<file path="config.mk">
export PLATFORM = sky130hd
export DESIGN_NAME = regfile_np_flat
export DESIGN_NICKNAME = d
export VERILOG_FILES = /design/src/rtl/regfile_np_if.sv /design/src/rtl/regfile_np.sv /design/src/flat_wrapper.sv
export SDC_FILE = /design/constraint.sdc
export NUM_CORES = 1
export LEC_CHECK = 0
export ABC_AREA = 1
export CORE_MARGIN = 5
export CORE_UTILIZATION = 60
export DETAILED_ROUTE_END_ITERATION = 7
export PLACE_DENSITY = 0.78
export SETUP_SLACK_MARGIN = 0.02
export SLEW_MARGIN = 15
export SYNTH_ARGS = -nofsm -noshare
export SYNTH_HDL_FRONTEND = slang
export SYNTH_SLANG_ARGS = --single-unit
</file>
<file path="constraint.sdc">
create_clock -name clk -period 2 [get_ports clk]
set_input_delay 0.4 -clock clk [delete_from_list [all_inputs] [get_ports clk]]
set_output_delay 0.4 -clock clk [all_outputs]
set_load 0.02 [all_outputs]
</file>
<file path="src/rtl/regfile_np_if.sv">
// regfile_np_if
//   Bus bundle for the parametrised register file.
//   master : drives write function/enables/data, read selects, bulk-clear request
//   slave  : returns read data, busy/clr_done handshake and sticky wrap flags
//   Ports: funsel[1:0], rsel[NREG-1:0], load[WIDTH-1:0], o1sel/o2sel[SELW-1:0],
//          o1/o2[WIDTH-1:0], clr_all_req, busy, clr_done, wrap[NREG-1:0]
interface regfile_np_if #(
  parameter int WIDTH = 8,
  parameter int NREG  = 8,
  parameter int SELW  = $clog2(NREG)
);
  logic [1:0]       funsel;
  logic [NREG-1:0]  rsel;
  logic [WIDTH-1:0] load;
  logic [SELW-1:0]  o1sel;
  logic [SELW-1:0]  o2sel;
  logic [WIDTH-1:0] o1;
  logic [WIDTH-1:0] o2;
  logic             clr_all_req;
  logic             busy;
  logic             clr_done;
  logic [NREG-1:0]  wrap;

  modport master (
    output funsel, rsel, load, o1sel, o2sel, clr_all_req,
    input  o1, o2, busy, clr_done, wrap
  );

  modport slave (
    input  funsel, rsel, load, o1sel, o2sel, clr_all_req,
    output o1, o2, busy, clr_done, wrap
  );
endinterface

</file>
<file path="src/rtl/regfile_np.sv">
// regfile_np
//   NREG x WIDTH register file: two combinational read ports, one shared
//   multi-register write port (clear/load/decrement/increment), sticky
//   per-register wrap flags and a one-register-per-cycle bulk-clear engine.
//   Ports: clk, rst_n (async, active low), bus (regfile_np_if.slave).
//   Optional: define REGFILE_BYPASS_EN to forward `load` onto o1/o2 in the
//   same cycle a load targets the selected register.

// One register plus its wrap flag.
module regfile_np_cell #(
  parameter int WIDTH = 8
) (
  input  logic             clk,
  input  logic             rst_n,
  input  logic             we,      // write enable, already gated by !busy
  input  logic             clr,     // sweep clear, wins over any write
  input  logic [1:0]       funsel,
  input  logic [WIDTH-1:0] load,
  output logic [WIDTH-1:0] q,
  output logic             wrap
);
  always_ff @(posedge clk or negedge rst_n) begin
    if (!rst_n) begin
      q    <= '0;
      wrap <= 1'b0;
    end else if (clr) begin
      q    <= '0;
      wrap <= 1'b0;
    end else if (we) begin
      case (funsel)
        2'b00: begin q <= '0;   wrap <= 1'b0; end
        2'b01: begin q <= load; wrap <= 1'b0; end
        2'b10: begin
          q <= q - 1'b1;
          if (q == '0) wrap <= 1'b1;
        end
        default: begin
          q <= q + 1'b1;
          if (&q) wrap <= 1'b1;
        end
      endcase
    end
  end
endmodule

module regfile_np #(
  parameter  int WIDTH = 8,
  parameter  int NREG  = 8,
  localparam int SELW  = $clog2(NREG)
) (
  input  logic         clk,
  input  logic         rst_n,
  regfile_np_if.slave  bus
);
  typedef enum logic [1:0] {IDLE, SWEEP, DONE} state_t;

  state_t                       state, state_nxt;
  logic [SELW-1:0]              idx, idx_nxt;
  logic [NREG-1:0][WIDTH-1:0]   regs;
  logic [NREG-1:0]              wrap_q;
  logic                         busy;

  always_ff @(posedge clk or negedge rst_n) begin
    if (!rst_n) begin
      state <= IDLE;
      idx   <= '0;
    end else begin
      state <= state_nxt;
      idx   <= idx_nxt;
    end
  end

  always_comb begin
    state_nxt = state;
    idx_nxt   = idx;
    case (state)
      IDLE: if (bus.clr_all_req) begin
        state_nxt = SWEEP;
        idx_nxt   = '0;
      end
      SWEEP: begin
        // idx wraps back to 0 on the last register since NREG is a power of two
        idx_nxt = idx + 1'b1;
        if (idx == SELW'(NREG - 1)) state_nxt = DONE;
      end
      DONE:    state_nxt = IDLE;
      default: state_nxt = IDLE;
    endcase
  end

  assign busy         = (state != IDLE);
  assign bus.busy     = busy;
  assign bus.clr_done = (state == DONE);
  assign bus.wrap     = wrap_q;

  for (genvar i = 0; i < NREG; i++) begin : g_reg
    regfile_np_cell #(.WIDTH(WIDTH)) u_cell (
      .clk    (clk),
      .rst_n  (rst_n),
      .we     (!busy && bus.rsel[i]),
      .clr    ((state == SWEEP) && (idx == SELW'(i))),
      .funsel (bus.funsel),
      .load   (bus.load),
      .q      (regs[i]),
      .wrap   (wrap_q[i])
    );
  end

`ifdef REGFILE_BYPASS_EN
  logic ld_now;
  assign ld_now = !busy && (bus.funsel == 2'b01);
  assign bus.o1 = (ld_now && bus.rsel[bus.o1sel]) ? bus.load : regs[bus.o1sel];
  assign bus.o2 = (ld_now && bus.rsel[bus.o2sel]) ? bus.load : regs[bus.o2sel];
`else
  assign bus.o1 = regs[bus.o1sel];
  assign bus.o2 = regs[bus.o2sel];
`endif
endmodule

</file>
<file path="src/flat_wrapper.sv">
// flat-port wrapper written by rule: the top's interface ports become plain ports
module regfile_np_flat 
#(
  parameter  int WIDTH = 8,
  parameter  int NREG  = 8,
  localparam int SELW  = $clog2(NREG)
)
  (clk, rst_n, bus_funsel, bus_rsel, bus_load, bus_o1sel, bus_o2sel, bus_clr_all_req, bus_o1, bus_o2, bus_busy, bus_clr_done, bus_wrap);
  regfile_np_if #(.WIDTH(WIDTH), .NREG(NREG)) bus_i ();
  input  logic clk;
  input  logic rst_n;
  input wire logic [$bits(bus_i.funsel)-1:0] bus_funsel;
  input wire logic [$bits(bus_i.rsel)-1:0] bus_rsel;
  input wire logic [$bits(bus_i.load)-1:0] bus_load;
  input wire logic [$bits(bus_i.o1sel)-1:0] bus_o1sel;
  input wire logic [$bits(bus_i.o2sel)-1:0] bus_o2sel;
  input wire logic [$bits(bus_i.clr_all_req)-1:0] bus_clr_all_req;
  output wire logic [$bits(bus_i.o1)-1:0] bus_o1;
  output wire logic [$bits(bus_i.o2)-1:0] bus_o2;
  output wire logic [$bits(bus_i.busy)-1:0] bus_busy;
  output wire logic [$bits(bus_i.clr_done)-1:0] bus_clr_done;
  output wire logic [$bits(bus_i.wrap)-1:0] bus_wrap;
  assign bus_i.funsel = bus_funsel;
  assign bus_i.rsel = bus_rsel;
  assign bus_i.load = bus_load;
  assign bus_i.o1sel = bus_o1sel;
  assign bus_i.o2sel = bus_o2sel;
  assign bus_i.clr_all_req = bus_clr_all_req;
  assign bus_o1 = bus_i.o1;
  assign bus_o2 = bus_i.o2;
  assign bus_busy = bus_i.busy;
  assign bus_clr_done = bus_i.clr_done;
  assign bus_wrap = bus_i.wrap;
  regfile_np #(.WIDTH(WIDTH), .NREG(NREG)) u_core (.clk(clk), .rst_n(rst_n), .bus(bus_i));
endmodule
</file>
==> results of run 1 <==
## area by class of cell
cell class / count / area, sq um / share of cell area
clock buffers: 10 / 229 / 0.0226
clock inverters: 6 / 87.6 / 0.00865
inverters: 170 / 646 / 0.0637
multi-input cells: 896 / 4910 / 0.484
flip-flops and latches: 77 / 1930 / 0.191
well taps: 168 / 210 / 0.0208
repair buffers: 248 / 2120 / 0.209
## sequential cells by signal, summed over array words and instances, names as in the netlist
name	flops
u_core.idx	3
u_core.g.u_cell.wrap	8
u_core.state	2
u_core.g.u_cell.q	64
## logic make-up after synthesis
logic type      share of synthesized area
simple gates                        0.329
compound gates                      0.214
buf+inv                             0.126
flops                               0.260
fa+ha+maj                          0.0506
xor+xnor                           0.0201
## repair_timing
action                     CTS  global route
cloned                       4             0
gates resized for setup    143           104
hold endpoints to repair    24             0
hold buffers                 1             0
buffers inserted             5             3
pin swaps                   11            26
setup endpoints to repair   48            34
## power groups by stage
stage,registers (mW),logic (mW),clock network (mW)
after global routing,2.97,9.04,1.86
final,2.91,8.32,1.79
after floorplan,2.80,4.16,0
after CTS,2.81,7.74,1.79
after detailed placement,2.82,7.52,0
after global placement,2.80,7.34,0
## worst register-to-register path, delay by kind of cell (launching register included)
kind / cells / cell delay (ns)
and+or+nand+nor: 7 / 0.52
DFF: 1 / 0.39
buffers and inverters: 4 / 0.36
AOI/OAI and AO/OA: 2 / 0.23
adders and majority gates: 1 / 0.18
## routing by layer
layer  wire (microns)  part of all wire  track usage  vias up
li1                 -                 -            -     4398
met1            10900              0.38        0.499     4300
met2            12700              0.44        0.623      704
met3             3380              0.12       0.0816      186
met4             2070             0.071        0.220        2
met5               20           0.00069            0        -
## path summary, 6_finish.rpt
path / end / depth (start not counted)
max in group asynchronous: u_core.g_reg[2].u_cell.q[1] / 3
min in group asynchronous: u_core.g_reg[1].u_cell.q[0] / 2
worst max register to register: u_core.g_reg[2].u_cell.q[4] / 14
worst min register to register: u_core.g_reg[5].u_cell.wrap / 2
worst min-delay path: u_core.g_reg[5].u_cell.wrap / 2
worst max-delay path: bus_o2[5] / 5
## placed cells by master, fill, tap and decap left out, types with 6 or more instances in the layout
cell type / count
nand2_2: 31
o21bai_1: 10
o21ai_1: 21
inv_1: 139
buf_12: 13
nand4_1: 13
clkdlybuf4s50_1: 25
a21oi_1: 70
a21oi_2: 9
inv_2: 28
nand3_1: 120
xnor2_1: 11
buf_6: 7
o21ai_0: 88
a31oi_1: 13
a21boi_1: 8
nor2_1: 65
o22ai_1: 20
xor2_1: 6
clkbuf_16: 9
ha_1: 22
o21ai_2: 6
nand3b_1: 7
buf_4: 185
buf_2: 10
nand2_1: 311
o211ai_1: 8
dfrtp_1: 73
a221oi_2: 11
nor3_1: 11
ha_4: 8
## through the flow
stage / cell area, sq um / utilization / power [mW] / std cells / setup TNS (ns)
floorplan: 7420 / - / 6.96 / 1193 / 0
global placement: 9390 / 0.778 / 10.1 / 1548 / -26.11
detailed placement: 9390 / 0.778 / 10.3 / 1548 / -29.21
CTS: 9920 / 0.822 / 12.3 / 1574 / 0
global route: 10100 / 0.840 / 13.9 / 1575 / -0.0312
finish: 10100 / 0.840 / 13.0 / 1575 / 0
==> qor.csv, run 1 <==
metric;value;unit
clock network power share;0.138;
post-route ant nets;0;
CP max stage cell;dfrtp_1;
FP Rows;40;
CP Buf/Inv Count;1;
sequential power share;0.223;
post-route setup slack;0.0157;ns
Synth Area per Inst;6.22;sq um
fin. max-slew vios;0;
switching power;6.18;mW
Worst Tran Pin Value;0.560;ns
Final Hold Fails;0;
Clock Skew;0.0104;ns
DR WL/cell;18.5;microns
switching share of total power;0.474;
Mapped Area;7420;sq um
Core ar.;12100;sq um
Clock Path Buffers;2;
Die Area;14700;sq um
Final period util;0.992;
fraction of layout cells with a size suffix above 1;0.246;
P_int;6.84;mW
register area share after synthesis;0.260;
Commonest cells post-synth;nand2_1, inv_1, nand3_1, o21ai_0, a21oi_1;
hold_sp;u_core.g_reg[5].u_cell.wrap;
starting density of the core;0.615;
PortBufs;52;
dpl ws;-0.802;ns
status;finished, final reports clean;
CTS tree;yes;
Setup-failing EPs final;0;
max cap viols;0;
synth warn;0;
kind of critical path;reg -> out;
Synth top area share;0.260;
top-count cell post-synth;nand2_1;
Critical Path Most Common Cell;o21ai_0;
Final Critical Period;1.98;ns
final hold slack;0.523;ns
leading post-synthesis cells by cell area;dfrtp_1, nand2_1, inv_1;
Max rail drop VDD;0.806;mV
H-tree depth;3;
first-pass GRT wire length;45700;microns
internal reg-to-reg setup slack;0.20;ns
Clock transition at path regs;0.06;ns
largest net degree at the start of global routing;43;
Die Y;121;microns
nets@finish;1459;
clock tree sinks;77;
RSZ-0062 raised after global routing;true;
Horiz. Die Dim;121;microns
crit path from;u_core.g_reg[2].u_cell.q[5];
PwrDens;1290;nW/um^2
Area Overhead vs Synth;36.6;%
r2r startpoint;u_core.g_reg[2].u_cell.q[1];
Arr. time, crit path;1.58;ns
n_diodes;0;
Filler cells;799;
DRT iter0 DRCs;1483;
class of the worst hold path;reg -> reg;
total number of vias;9590;
vias per inst;6.09;
Post-Syn Nets;1250;
fmax;504;MHz
GRT Overall Usage;0.393;
CP max stage delay;0.44;ns
fraction of registers with async set/reset;1.00;
nature of the critical path startpoint;flip-flop;
vias in the first global route;9102;
drt pass-1 iters;8;
slew margin rel.;0.627;
Mapped Cells;1193;
crit path cell chain;o21ai_0, o21ai_0, a21oi_1, a31oi_1, buf_4;
DRT Wirelength;29100;microns
Worst-Skew Late Latency;0.35;ns
DR DRC count;0;
WP data required;1.60;ns
Most used DFF post-synth;dfrtp_1;
CTS Buf Count;9;
total gr overflow;0;
Post-synth EDFFs;0;
Comb power frac;0.639;
Pleak;5.25;nW
Synth area leader;dfrtp_1;
worst-path fanout max;3;
DP Wirelength;20600;microns
Clock Tree Root;clkbuf_16;
Top Ports;53;
initial antenna violation count;1;
GPL Wtd Cong;1.06;
Synth cell types;35;
flops & latches, synth;77;
delay-heaviest family, CP;compound AO/OA/AOI/OAI gates;
Setup crit end kind;output pin;
Power figures use the tool's default switching activity.
==> run 2, diff against run 1 <==
- CAP_MARGIN: not set -> 20
==> results of run 2 <==
The final DEF is identical to that of run 1; final timing and power are the same.
